## config.mk

```make
export PLATFORM = sky130hd
export DESIGN_NAME = unified_mem_arbiter
export DESIGN_NICKNAME = d
export VERILOG_FILES = /design/src/rtl/unified_mem_arbiter.sv
export SDC_FILE = /design/constraint.sdc
export NUM_CORES = 1
export LEC_CHECK = 0
export ABC_AREA = 1
export CAP_MARGIN = 20
export CORE_MARGIN = 3
export CORE_UTILIZATION = 48
export DETAILED_ROUTE_END_ITERATION = 10
export GPL_TIMING_DRIVEN = 0
export PLACE_DENSITY = 0.86
export SKIP_CTS_REPAIR_TIMING = 1
export SLEW_MARGIN = 10
export SYNTH_ARGS = -nofsm -noshare
export SYNTH_HDL_FRONTEND = slang
export SYNTH_SLANG_ARGS = --single-unit
```

## constraint.sdc

```tcl
create_clock -name clk -period 13.54 [get_ports clk]
set_input_delay 4.062 -clock clk [delete_from_list [all_inputs] [get_ports clk]]
set_output_delay 4.062 -clock clk [all_outputs]
set_load 0.01 [all_outputs]
```

## src/rtl/unified_mem_arbiter.sv

```systemverilog
// unified_mem_arbiter: serialises IF fetches and MEM loads/stores onto one single-port synchronous SRAM
module unified_mem_arbiter #(
  parameter int ADDR_W = 13,
  parameter int LAT = 1
) (
  input  logic              clk,
  input  logic              rst,
  input  logic              if_req,
  input  logic [31:0]       if_addr,
  output logic [31:0]       if_rdata,
  output logic              if_done,
  input  logic              dm_read,
  input  logic              dm_write,
  input  logic [31:0]       dm_addr,
  input  logic [31:0]       dm_wdata,
  input  logic [2:0]        dm_funct3,
  output logic [31:0]       dm_rdata,
  output logic              dm_done,
  output logic              dm_misalign,
  output logic              pipe_stall,
  output logic              sram_en,
  output logic [3:0]        sram_we,
  output logic [ADDR_W-3:0] sram_addr,
  output logic [31:0]       sram_wdata,
  input  logic [31:0]       sram_rdata
);
  typedef enum logic [1:0] {IDLE, ACCESS, WAIT} state_t;
  state_t state, state_nx;
  logic [1:0] cnt;
  logic own_dm, own_wr;
  logic [2:0] own_f3;
  logic [1:0] own_lo;
  logic dm_pend, if_pend, misal, grant_dm, grant_if, rd_done, wr_done, adv;
  logic [3:0] we_nx;
  logic [31:0] wdata_nx, rd_shift, ld_ext;
  logic unused_bits;
  assign unused_bits = ^{if_addr[31:ADDR_W], if_addr[1:0], dm_addr[31:ADDR_W]};
  assign dm_pend = (dm_read | dm_write) & ~dm_done;
  assign if_pend = if_req & ~if_done;
  assign pipe_stall = ~rst & (if_pend | dm_pend);
  assign adv = ~pipe_stall;
  assign misal = (dm_funct3[1:0] == 2'b01 && dm_addr[0]) || (dm_funct3 == 3'b010 && dm_addr[1:0] != 2'b00);
  assign grant_dm = state == IDLE && dm_pend;
  assign grant_if = state == IDLE && !dm_pend && if_pend;
  assign rd_done = state == WAIT && cnt == 2'd0;
  assign wr_done = state == ACCESS && own_wr;
  assign we_nx = dm_funct3[1:0] == 2'b00 ? 4'b0001 << dm_addr[1:0] :
                 dm_funct3[1:0] == 2'b01 ? (dm_addr[1] ? 4'b1100 : 4'b0011) : 4'b1111;
  assign wdata_nx = dm_funct3[1:0] == 2'b00 ? {4{dm_wdata[7:0]}} :
                    dm_funct3[1:0] == 2'b01 ? {2{dm_wdata[15:0]}} : dm_wdata;
  assign rd_shift = sram_rdata >> {own_lo, 3'b000};
  assign ld_ext = own_f3 == 3'b000 ? {{24{rd_shift[7]}}, rd_shift[7:0]} :
                  own_f3 == 3'b001 ? {{16{rd_shift[15]}}, rd_shift[15:0]} :
                  own_f3 == 3'b100 ? {24'b0, rd_shift[7:0]} :
                  own_f3 == 3'b101 ? {16'b0, rd_shift[15:0]} : sram_rdata;
  // state register
  always_ff @(posedge clk or posedge rst)
    if (rst) state <= IDLE;
    else state <= state_nx;
  // next state: grant in IDLE (misaligned data stays in IDLE), one ACCESS cycle, then wait out the read latency
  always_comb begin
    state_nx = state;
    if (state == IDLE) state_nx = (grant_dm & ~misal) | grant_if ? ACCESS : IDLE;
    else if (state == ACCESS) state_nx = own_wr ? IDLE : WAIT;
    else state_nx = cnt == 2'd0 ? IDLE : WAIT;
  end
  // SRAM strobes, ownership, latency counter, result capture and done flags
  always_ff @(posedge clk or posedge rst)
    if (rst) begin
      sram_en <= 1'b0;
      sram_we <= 4'b0;
      sram_addr <= '0;
      sram_wdata <= 32'b0;
      cnt <= 2'd0;
      own_dm <= 1'b0;
      own_wr <= 1'b0;
      own_f3 <= 3'b0;
      own_lo <= 2'b0;
      if_rdata <= 32'b0;
      if_done <= 1'b0;
      dm_rdata <= 32'b0;
      dm_done <= 1'b0;
      dm_misalign <= 1'b0;
    end else begin
      sram_en <= (grant_dm & ~misal) | grant_if;
      sram_we <= grant_dm && dm_write && !misal ? we_nx : 4'b0;
      if ((grant_dm & ~misal) | grant_if) begin
        sram_addr <= grant_dm ? dm_addr[ADDR_W-1:2] : if_addr[ADDR_W-1:2];
        sram_wdata <= grant_dm ? wdata_nx : 32'b0;
        own_dm <= grant_dm;
        own_wr <= grant_dm & dm_write;
        own_f3 <= dm_funct3;
        own_lo <= dm_addr[1:0];
      end
      cnt <= state == ACCESS ? 2'(LAT - 1) : state == WAIT ? cnt - 2'd1 : cnt;
      if_rdata <= rd_done && !own_dm ? sram_rdata : if_rdata;
      dm_rdata <= grant_dm && misal ? 32'b0 : rd_done && own_dm ? ld_ext : dm_rdata;
      if_done <= adv ? 1'b0 : rd_done && !own_dm ? 1'b1 : if_done;
      dm_done <= adv ? 1'b0 : (grant_dm && misal) || wr_done || (rd_done && own_dm) ? 1'b1 : dm_done;
      dm_misalign <= adv ? 1'b0 : grant_dm && misal ? 1'b1 : dm_misalign;
    end
endmodule

```

==> results.ini <==
[run_status]
status=finished, final reports clean

[cts]
clock-sinks=126
cts_buffer_depth=2
clock_tree.root_cell=clkbuf_16
clock_latency_ns=0.42
cts.clk_slew.worst_paths_ns=0.05
tritoncts=built
cts_made_buffers=17
ctsHtreeMaxLevel=4

[yosys]
yosys.area.top_type=dfrtp_1
syn_area_sq_um=6420
async_flop_share=1.00
synth_edf_count=0
syn_nets=976
syn_avg_cell_area_sq_um=7.69
synth-compound-area-share=0.0911
yosysWarnings=0
synth-seq-cells=126
synth_fa_ha_area_frac=0.00779
yosys-top-cells-area=dfrtp_1 49%, nand2_1 21%, o21ai_0 5.7%
synth.area.mux_share=0.0105
synthCells=836
synth.distinct_cells=28
synthTopCellsByCount=357 x nand2_1, 126 x dfrtp_1, 73 x o21ai_0
synth_xor_area_frac=0
synth_top_family_by_area=simple AND/OR/NAND/NOR gates
ys_seq_area_frac=0.491
yosys_most_used_dff=dfrtp_1
synthSimpleGateAreaFrac=0.320
synth_top_area_share=0.491
yosysMostFrequentCell=nand2_1

[global_routing]
grt_pass1_wl_mm=32.5
grt_max_degree=77
antenna_found_initial=0
grt_pass1_vias=6489
overflow=0
track_usage=0.282

[power_and_ir_drop]
p_per_area_nw_per_um2=229
p_total_mw=2.13
p_sw_uw=824
sequentialPowerShare=0.300
intPower_mw=1.31
ir_drop_mv=0.114
static-leakage-power_nw=4.68
p_clk_frac=0.197
p_sw_frac=0.387
combPwrFrac=0.503

[detailed_routing]
drt_iter0_markers=478
wire_per_inst_microns=16.0
routed_wl_mm=20.0
routed_via_density=5.20
drc=0
ant_nets=0
drt-pass1-iter-count=5
via_count=6511

[sta]
finalCritPeriodShare=0.719
min_period_ns=9.73
tns_ns=0
maxSlewViolCount=0
worst_pin_slew_ns=0.633
setup_viol=0
slew_headroom=0.576
maxClockFrequency_ghz=0.103
finalClockSkew_ns=0.00560
rsz0062_at_grt=no
hold_violations=0

[hold_path]
min_from=sram_wdata[15]
holdPathStages=2
min_to=sram_wdata[15]
hold_class=reg2reg

[layout]
synthToLayoutAreaGrowth_pct=44.9
n_antenna_cell=0
regArea_sq_um=3150
num-nets-final=1206
multi_input_area_sq_um=2760
fillerInstances=1032
layout-drive-gt1-share=0.0955

[setup_path]
path_buf_inv=2
cpPeakStageDelay_ns=0.59
critical_path.max_fanout=3
crit_path_start_kind=input pin
cpLargestDelayFamily=buffers and inverters
path_cells=clkdlybuf4s50_1, nor2_1, nor2_1, a21oi_1, nor2_1, clkdlybuf4s50_1
reg2reg_from=own_lo[1]
cpMostUsedCell=nor2_1
worstRegToRegCells=5
slowest_stage=clkdlybuf4s50_1
path_class=in2out
rrSetupSlack_ns=11.61
crit_path_end_kind=output port
crit_arrival_ns=5.67
cp.required_ns=9.48
worstReg2RegEnd=dm_rdata[2]

[placed_design]
port_buffers=210
gp_congestion=0.941
place_hpwl_mm=14.9

[floorplan]
core_area_sq_um=12900
start_util=0.499
pin_count=252
die_area_sq_um=14800
fp-row-count=41
die_x_microns=122
die_y_microns=122

[job]
maxCapViolCount=0

[layout by cell type, fill, tap and decap left out, types with 3 or more instances in the layout]
cell,n
buf_2,15
clkbuf_1,25
nand2_4,3
ha_1,4
nand2_1,357
nand2_2,32
o21ai_0,73
dfrtp_1,126
a21oi_1,35
nor2_1,18
o22ai_1,4
buf_12,4
nand3_1,65
clkdlybuf4s50_1,210
mux2_2,6
clkbuf_16,17
buf_4,3
inv_1,53
clkinv_2,5
[through the flow]
stage	setup slack, ns	area [sq um]	hold slack [ns]	std cells	util
finish	3.81	9310	0.469	1251	0.723
CTS	3.83	9310	0.472	1251	0.723
global placement	3.85	8740	0.454	1218	0.679
floorplan	4.97	6420	0.455	836	-
global route	3.74	9310	0.485	1251	0.723
detailed placement	3.84	8770	0.458	1219	0.681
[state kept, by name, indices dropped and copies added, names as in the netlist, 2 cells and up]
| signal | count |
|---|---|
| cnt | 2 |
| dm_rdata | 32 |
| if_rdata | 32 |
| own_f3 | 3 |
| own_lo | 2 |
| sram_addr | 11 |
| sram_wdata | 32 |
| sram_we | 4 |
| state | 2 |
[worst max-delay path by stage]
stage	from	to	slack, ns	depth (start not counted)
floorplan	dm_write	pipe_stall	4.97	4
global route	dm_write	pipe_stall	3.74	6
global placement	dm_write	pipe_stall	3.85	6
CTS	dm_write	pipe_stall	3.83	6
detailed placement	dm_write	pipe_stall	3.84	6
finish	dm_write	pipe_stall	3.81	6
[layer usage]
layer  up-vias  global-route usage  wire, microns
met4         0               0.141            763
met5         -                   0              0
met3        65              0.0854           1820
met1      3036               0.342           7930
li1       3115                   -              -
met2       295               0.458           9520
[power groups by stage]
stage	combinational (mW)	sequential [mW]	clock, mW
global route	1.19	0.656	0.443
global placement	1.05	0.640	0
CTS	1.08	0.639	0.425
floorplan	0.524	0.701	0
finish	1.07	0.640	0.419
detailed placement	1.07	0.642	0
[worst reg2reg max path: stages (launching register included)]
cell	delay [ns]
dfrtp_1	0.37
buf_2	0.19
nor2_1	0.47
nor2_1	0.31
o22ai_1	0.35
o21ai_0	0.12
[cells by family after synthesis]
group / after synthesis
multiplexers: 6
AO/OA/AOI/OAI: 115
adder cells (fa/ha/maj): 4
buffers and inverters: 101
flip-flops: 126
AND/OR/NAND/NOR: 484
[layout make-up]
type	count	area share
multi-input combinational	609	0.296
sequential	126	0.339
inverter	56	0.0231
clock inverter	7	0.00672
timing repair buffer	211	0.229
tap	172	0.0231
clock buffer	25	0.0511
buffer	45	0.0324
(Power assumes the default switching activity.)
